<file path="config.mk">
export PLATFORM = sky130hd
export DESIGN_NAME = writeback_arbiter
export DESIGN_NICKNAME = d
export VERILOG_FILES = /design/src/rtl/mips_pkg.sv /design/src/rtl/wb_fifo.sv /design/src/rtl/writeback_arbiter.sv
export SDC_FILE = /design/constraint.sdc
export NUM_CORES = 1
export LEC_CHECK = 0
export BUFFER_PORTS_ARGS = -buffer_cell sky130_fd_sc_hd__buf_2
export CORE_UTILIZATION = 47
export CTS_BUF_LIST = sky130_fd_sc_hd__clkbuf_8
export DETAILED_ROUTE_END_ITERATION = 10
export PLACE_DENSITY_LB_ADDON = 0.1
export SYNTH_ARGS = -nofsm -noshare
export SYNTH_HDL_FRONTEND = slang
export SYNTH_HIERARCHICAL = 1
export SYNTH_SLANG_ARGS = --single-unit
</file>
<file path="constraint.sdc">
create_clock -name clk -period 12.44 [get_ports clk]
set_clock_uncertainty 0.15 [all_clocks]
set_input_delay 1.244 -clock clk [delete_from_list [all_inputs] [get_ports clk]]
set_output_delay 1.244 -clock clk [all_outputs]
set_load 0.01 [all_outputs]
</file>
<file path="src/rtl/mips_pkg.sv">
// Shared MIPS datapath types: default widths, the zero register and the writeback entry payload.
package mips_pkg;

    localparam int unsigned DEF_DATA_BITS = 32;
    localparam int unsigned DEF_ADDR_BITS = 5;

    localparam logic [DEF_ADDR_BITS-1:0] ZERO_REG = '0;

    typedef struct packed {
        logic [DEF_ADDR_BITS-1:0] addr;
        logic [DEF_DATA_BITS-1:0] data;
    } wb_entry_t;

endpackage

</file>
<file path="src/rtl/wb_fifo.sv">
// In-order buffer of pending ALU writebacks; exposes every slot youngest-first for hazard lookup.
module wb_fifo
    import mips_pkg::*;
#(
    parameter  int unsigned DEPTH = 4,
    localparam int unsigned PTR_W = $clog2(DEPTH),
    localparam int unsigned CNT_W = $clog2(DEPTH + 1)
) (
    input  logic                  clk,
    input  logic                  rst_n,
    input  logic                  push_i,
    input  wb_entry_t             push_data_i,
    input  logic                  pop_i,
    output wb_entry_t             head_o,
    output logic [CNT_W-1:0]      count_o,
    output wb_entry_t [DEPTH-1:0] entries_o,
    output logic [DEPTH-1:0]      valid_o
);

    wb_entry_t [DEPTH-1:0] mem_q, mem_d;
    logic [PTR_W-1:0]      head_q, head_d;
    logic [PTR_W-1:0]      tail_q, tail_d;
    logic [CNT_W-1:0]      count_q, count_d;
    logic                  push_ok;
    logic                  pop_ok;

    assign push_ok = push_i && (count_q != CNT_W'(DEPTH));
    assign pop_ok  = pop_i && (count_q != '0);

    // Pointers wrap naturally because DEPTH is a power of two.
    always_comb begin
        mem_d   = mem_q;
        head_d  = head_q;
        tail_d  = tail_q;
        count_d = count_q;
        if (push_ok) begin
            mem_d[tail_q] = push_data_i;
            tail_d        = tail_q + PTR_W'(1);
        end
        if (pop_ok) begin
            head_d = head_q + PTR_W'(1);
        end
        case ({push_ok, pop_ok})
            2'b10:   count_d = count_q + CNT_W'(1);
            2'b01:   count_d = count_q - CNT_W'(1);
            default: count_d = count_q;
        endcase
    end

    always_ff @(posedge clk or negedge rst_n) begin
        if (!rst_n) begin
            head_q  <= '0;
            tail_q  <= '0;
            count_q <= '0;
        end else begin
            head_q  <= head_d;
            tail_q  <= tail_d;
            count_q <= count_d;
        end
    end

    always_ff @(posedge clk) begin
        mem_q <= mem_d;
    end

    assign head_o  = mem_q[head_q];
    assign count_o = count_q;

    // Slot i is the (i+1)-th most recent push; valid while within the occupancy.
    always_comb begin
        for (int i = 0; i < int'(DEPTH); i++) begin
            entries_o[i] = mem_q[tail_q - PTR_W'(i + 1)];
            valid_o[i]   = (CNT_W'(i) < count_q);
        end
    end

endmodule

</file>
<file path="src/rtl/writeback_arbiter.sv">
// Merges ALU and load results onto the single register-file write port; loads win, ALU results queue.
module writeback_arbiter
    import mips_pkg::*;
#(
    parameter  int unsigned DATA_BITS  = DEF_DATA_BITS,
    parameter  int unsigned ADDR_BITS  = DEF_ADDR_BITS,
    parameter  int unsigned FIFO_DEPTH = 4,
    localparam int unsigned CNT_W      = $clog2(FIFO_DEPTH + 1)
) (
    input  logic                 clk,
    input  logic                 rst_n,
    input  logic                 AluValid,
    output logic                 AluReady,
    input  logic [ADDR_BITS-1:0] AluAddress,
    input  logic [DATA_BITS-1:0] AluData,
    input  logic                 MemValid,
    input  logic [ADDR_BITS-1:0] MemAddress,
    input  logic [DATA_BITS-1:0] MemData,
    output logic                 WriteEnable,
    output logic [ADDR_BITS-1:0] DAddress,
    output logic [DATA_BITS-1:0] DData,
    input  logic [ADDR_BITS-1:0] QueryAddress,
    output logic                 QueryHit,
    output logic [DATA_BITS-1:0] QueryData,
    output logic [CNT_W-1:0]     Count,
    output logic                 Empty
);

    localparam logic [ADDR_BITS-1:0] ZERO_ADDR = ADDR_BITS'(ZERO_REG);

    wb_entry_t                  fifo_head;
    wb_entry_t                  push_data;
    wb_entry_t [FIFO_DEPTH-1:0] fifo_entries;
    logic [FIFO_DEPTH-1:0]      fifo_valid;
    logic [CNT_W-1:0]           fifo_count;
    logic                       alu_push;
    logic                       mem_write;
    logic                       fifo_pop;

    logic                 we_q, we_d;
    logic [ADDR_BITS-1:0] daddr_q, daddr_d;
    logic [DATA_BITS-1:0] ddata_q, ddata_d;

    // Ready looks only at registered occupancy so a same-cycle pop never frees a slot.
    assign AluReady  = (fifo_count != CNT_W'(FIFO_DEPTH));
    assign alu_push  = AluValid && AluReady && (AluAddress != ZERO_ADDR);
    assign mem_write = MemValid && (MemAddress != ZERO_ADDR);
    assign fifo_pop  = !mem_write && (fifo_count != '0);
    assign push_data = '{addr: AluAddress, data: AluData};

    wb_fifo #(
        .DEPTH (FIFO_DEPTH)
    ) u_fifo (
        .clk         (clk),
        .rst_n       (rst_n),
        .push_i      (alu_push),
        .push_data_i (push_data),
        .pop_i       (fifo_pop),
        .head_o      (fifo_head),
        .count_o     (fifo_count),
        .entries_o   (fifo_entries),
        .valid_o     (fifo_valid)
    );

    always_comb begin
        we_d    = 1'b0;
        daddr_d = daddr_q;
        ddata_d = ddata_q;
        if (mem_write) begin
            we_d    = 1'b1;
            daddr_d = MemAddress;
            ddata_d = MemData;
        end else if (fifo_pop) begin
            we_d    = 1'b1;
            daddr_d = fifo_head.addr;
            ddata_d = fifo_head.data;
        end
    end

    always_ff @(posedge clk or negedge rst_n) begin
        if (!rst_n) begin
            we_q    <= 1'b0;
            daddr_q <= '0;
            ddata_q <= '0;
        end else begin
            we_q    <= we_d;
            daddr_q <= daddr_d;
            ddata_q <= ddata_d;
        end
    end

    // Scan oldest to youngest so the youngest matching write is the one left standing.
    always_comb begin
        QueryHit  = 1'b0;
        QueryData = '0;
        if (QueryAddress != ZERO_ADDR) begin
            if (we_q && (daddr_q == QueryAddress)) begin
                QueryHit  = 1'b1;
                QueryData = ddata_q;
            end
            for (int i = int'(FIFO_DEPTH) - 1; i >= 0; i--) begin
                if (fifo_valid[i] && (fifo_entries[i].addr == QueryAddress)) begin
                    QueryHit  = 1'b1;
                    QueryData = fifo_entries[i].data;
                end
            end
        end
    end

    assign WriteEnable = we_q;
    assign DAddress    = daddr_q;
    assign DData       = ddata_q;
    assign Count       = fifo_count;
    assign Empty       = (fifo_count == '0);

endmodule

</file>
* Word level (Yosys, flattened, before mapping)
Index checks and enable logic that the tools add are counted.
** Storage, ports and cells
- Register bits :: 193
- Latch bits :: 0
- Memory bits (writable) :: 0
- Memory bits (read-only) :: 0
- Output and inout port bits :: 76
- Logic and storage cells :: 91
- Memories :: 0
** Cells by class
- Add/sub/neg operators :: 7
- Multiply operators :: 0
- Div/mod/pow operators :: 0
- $lt $le $gt $ge :: 10
- Eq/ne operators :: 8
- Shift operators :: 0
- Muxes and demuxes :: 32
- Bitwise gates (word level) :: 0
- Reductions and logical operators :: 20
** Operators by type and width (count)
- binary-select mux 37 bit (select 2 bit) :: 5
- 2-to-1 mux 32 bit :: 8
- 2-to-1 mux 37 bit :: 6
- bitwise mux 148 bit :: 1
- demux 37 bit (select 2 bit) :: 1
- == test 5 bit :: 5
- < comparator 2 x 3 -> 1 bit (second input constant) :: 5
- nonzero test 5 bit :: 3
- logical AND 1 bit :: 12
- 2-to-1 mux 5 bit :: 2
- 2-to-1 mux 1 bit :: 8
- < comparator 1 x 3 -> 1 bit (first input constant) :: 2
- < comparator 2 x 3 -> 1 bit (first input constant) :: 2
- one-hot mux 3 bit (2 select lines) :: 1
- adder 2 x 1 -> 2 bit (second input constant) :: 2
- nonzero test 2 bit :: 2
- subtractor 2 bit (second input constant) :: 2
- adder 3 x 1 -> 3 bit (second input constant) :: 1
- logical NOT 3 bit :: 1
- != test 3 bit (second input constant) :: 1
- nonzero test 3 bit :: 1
- subtractor 3 x 1 -> 3 bit (second input constant) :: 1
- == test 2 x 1 -> 1 bit (second input constant) :: 1
- == test 2 bit (second input constant) :: 1
- 3 further kinds :: 3

* Longest topological paths before layout
- Depth after elaboration :: 9
- Depth in mapped cells :: 17

* Cells and area by module
The synthesis kept the hierarchy.
** By module, submodules not included
- wb_fifo :: instances 1, cells each 421, area an instance 9444.1 sq um
- writeback_arbiter :: instances 1, cells each 438, area an instance 3873.7 sq um

* Worst setup path after synthesis
OpenSTA, ideal clock, no wires.
- Path kind :: register -> output
- Start :: register u_fifo.tail_q[0]
- End :: output QueryData[20]
- Arrival time :: 3470 ps
- Slack :: 7576 ps
- Cell stages (with the launch flop) :: 18
- Cells stage by stage :: dfrtp_1 > buf_6 > buf_12 > buf_6 > buf_4 > inv_1 > ha_1 > buf_2 > buf_2 > mux4_2 > xor2_1 > nor4_1 > and3_1 > buf_6 > o21bai_4 > buf_12 > o211ai_2 > a32o_1
** RTL lines
- from (decl) :: RTL line wb_fifo.sv:22 : logic [PTR_W-1:0] tail_q, tail_d;
- from (signal assigned) :: RTL line wb_fifo.sv:57 : tail_q <= tail_d;
- to (decl) :: RTL line writeback_arbiter.sv:24 : output logic [DATA_BITS-1:0] QueryData,

==> flow_summary.json <==
{
  "status": "completed",
  "ys_warn_count": 6,
  "coreArea_sq_um": 27900,
  "cts_hold_buf": 0,
  "clk_latency_ns": 0.47,
  "rrSetupSlack_ns": 9.17,
  "ioPinCount": 159,
  "drt-pass1-iter-count": 5,
  "worstPathCellList": "inv_1 -> ha_4 -> mux4_2 -> xor2_1 -> nor4_2 -> and3_2 -> nand2b_4 -> nor2_1 -> a32o_1 -> buf_2",
  "p_leak_uw": 0.00506,
  "drt-wirelength-per-cell_microns": 24.9,
  "clock_sinks": 193,
  "drtIter0Drc": 740,
  "dp_hpwl_mm": 20.6,
  "clockPowerShare": 0.117,
  "vias": 8619,
  "syn2layout_area_growth_pct": 8.28,
  "setup_viol": 0,
  "die_h_microns": 170,
  "r2r_start": "u_fifo/tail_q[0]",
  "gr-total-overflow": 0,
  "swShare": 0.401,
  "setup_ws_ns": 6.22,
  "endpoint_kind": "output pin",
  "register_area_sq_um": 5580,
  "cp-startpoint": "u_fifo/tail_q[0]",
  "antenna_left": 0,
  "intPower_uw": 2120,
  "min_path_type": "reg2reg",
  "fill_cells": 2352,
  "cp_slowest_stage_delay_ns": 0.90,
  "grt_usage": 0.241,
  "ys_seq_area_frac": 0.418,
  "max_slew_margin": 0.260,
  "grt_pass1_vias": 8555,
  "syn_area_sq_um": 13300,
  "slew_viol_final": 0,
  "timing.rr.end": "u_fifo/mem_q[120]",
  "worstSetupPathType": "reg2out",
  "clk_pin_slew_ns": 0.11,
  "p_comb_frac": 0.590,
  "finalSetupTns_ns": 0,
  "nets": 1059,
  "power_uw": 3540,
  "post_cts_buffers": 0,
  "fin_crit_sh": 0.500,
  "grt_max_degree": 74,
  "p_sw_uw": 1420,
  "critical_path_peak_fanout": 34,
  "syn-mean-instance-area_sq_um": 15.5,
  "ys_ff_latch": 193,
  "slowest_stage": "and3_2",
  "viasPerCell": 6.35,
  "synthArstFlopShare": 0.233,
  "layout_min_cycle_time_ns": 6.22,
  "antenna_found_initial": 0,
  "ff2ff_path_depth": 4,
  "htreeDepth": 4,
  "post_cts_resized": 0,
  "tightestPinTransition_ns": 1.11,
  "p_per_area_nw_per_um2": 246,
  "die_w_microns": 170,
  "vdd_drop_max_mv": 0.173,
  "rsz0062_at_grt": "no",
  "clock_tree.buffer_depth": 2,
  "hold_viol_final": 0,
  "fp-row-count": 61,
  "synthDistinctLibCells": 48,
  "endpoint": "QueryData[8]",
  "grt_pass1_wl_mm": 51.7,
  "cts_root_buffer": "clkbuf_8",
  "wl_mm": 33.8,
  "syn_inst": 859,
  "num_antenna_cells": 0,
  "pre_cts_slack_ns": 6.65,
  "pwr-share-seq": 0.294,
  "drc": 0,
  "cp-start-kind": "register",
  "layout-drive-gt1-share": 0.462,
  "cts_buffers": 17,
  "critPathArrivalTime_ns": 4.83,
  "fmax_mhz": 161,
  "gp_congestion": 0.751,
  "multi_input_area_sq_um": 7040,
  "synth-main-ff-cell": "edfxtp_1",
  "cap_viol_max_count": 0,
  "dieArea_sq_um": 29000,
  "critPathRequiredTime_ns": 11.05,
  "synth_edf_count": 148,
  "start_util": 0.478,
  "portBuffers": 158,
  "cts_tree": "yes",
  "syn_nets": 951
}
## metrics by stage
stage                      util  instance area, sq um  std cells  hold WS [ns]
after floorplan               -                 13300        859         0.450
after global placement    0.504                 14000       1326         0.445
after detailed placement  0.504                 14000       1326         0.457
after CTS                 0.518                 14400       1358         0.482
after global routing      0.518                 14400       1358         0.510
final                     0.518                 14400       1358         0.478
## cells in the final DEF (no fill, tap or decap), drive strengths merged, types with 6 or more instances in the layout
cell    Yosys  routed
xnor2      12      12
ha          9       9
mux2i      67      67
clkbuf     18      17
xor2       19      19
nand2      38      38
mux4      185     185
edfxtp    148     148
inv         9      17
o211ai     32      32
nor2      102     102
o21ai       6       6
clkinv      0       6
a21oi      39      39
buf        64     174
a32o       31      31
dfrtp      45      45
## cells in the mapped netlist, types with 3 or more instances
master | instances | area [sq um]
inv_1 | 9 | 33.8
and2_1 | 4 | 25.0
clkbuf_4 | 3 | 22.5
buf_2 | 30 | 150
xnor2_1 | 9 | 78.8
ha_1 | 9 | 113
o211ai_2 | 31 | 388
a21oi_1 | 39 | 195
nor2_1 | 102 | 383
buf_6 | 11 | 124
a32o_1 | 28 | 280
edfxtp_1 | 148 | 4440
buf_4 | 12 | 90.1
nand2_1 | 37 | 139
dlymetal6s2s_1 | 3 | 37.5
clkbuf_1 | 14 | 52.6
buf_12 | 11 | 220
mux2i_1 | 67 | 671
mux4_2 | 185 | 4170
dfrtp_1 | 45 | 1130
xnor2_2 | 3 | 48.8
xor2_1 | 17 | 149
nor3_1 | 3 | 15.0
a32o_2 | 3 | 33.8
o21ai_0 | 5 | 25.0
## cell families (layout without fill, tap and decap cells)
kind of cell / after synthesis / count (layout) / share of synthesized area
flip-flops: 193 / 193 / 0.418
multiplexers: 254 / 254 / 0.365
XOR/XNOR: 31 / 31 / 0.0232
adder cells (fa/ha/maj): 9 / 9 / 0.00846
AO/OA/AOI/OAI: 115 / 115 / 0.0753
buffers and inverters: 94 / 215 / 0.0567
AND/OR/NAND/NOR: 163 / 163 / 0.0531
## how the worst min path moves through the flow
stage	slack [ns]	to	depth (start not counted)	start
after floorplan	0.45	u_fifo/count_o[1]	2	u_fifo/count_o[1]
after global placement	0.44	DData[23]	2	DData[23]
after detailed placement	0.46	DData[23]	2	DData[23]
after CTS	0.48	DData[23]	2	DData[23]
after global routing	0.51	DData[25]	2	DData[25]
final	0.48	DData[23]	2	DData[23]
## critical path: cells and delay by family, from the launching register on
family	cells	cell delay (ns)
and+or+nand+nor	4	1.99
DFF	1	0.64
muxes	1	0.53
adders and majority gates	1	0.41
buffers and inverters	2	0.33
AOI/OAI and AO/OA	1	0.27
xor gates and xnor gates	1	0.16
## layer usage
layer,share of wire,GRT usage,up-vias
li1,-,-,3737
met1,0.44,0.334,4545
met2,0.51,0.406,319
met3,0.050,0.0360,18
met4,0.0062,0.0447,0
met5,0,0,-
## flip-flops by register name, indices dropped and copies added (netlist names)
signal          flops
u_fifo/tail_q       2
DAddress            5
WriteEnable         1
u_fifo/count_o      3
DData              32
u_fifo/head_q       2
u_fifo/mem_q      148
## power by group through the flow
stage	combinational [uW]	clock [uW]	sequential (uW)
floorplan	1750	0	991
global placement	2100	0	1050
detailed placement	2110	0	1050
CTS	2110	425	1040
global route	2250	449	1070
finish	2090	413	1040
## layout make-up
class                           count  share of cell area
Multi-Input combinational cell    572               0.488
Sequential cell                   193               0.387
Timing Repair Buffer              174              0.0632
Tap cell                          378              0.0328
Clock buffer                       17              0.0162
Clock inverter                     15              0.0102
Inverter                            9             0.00234
(Power assumes the default switching activity.)
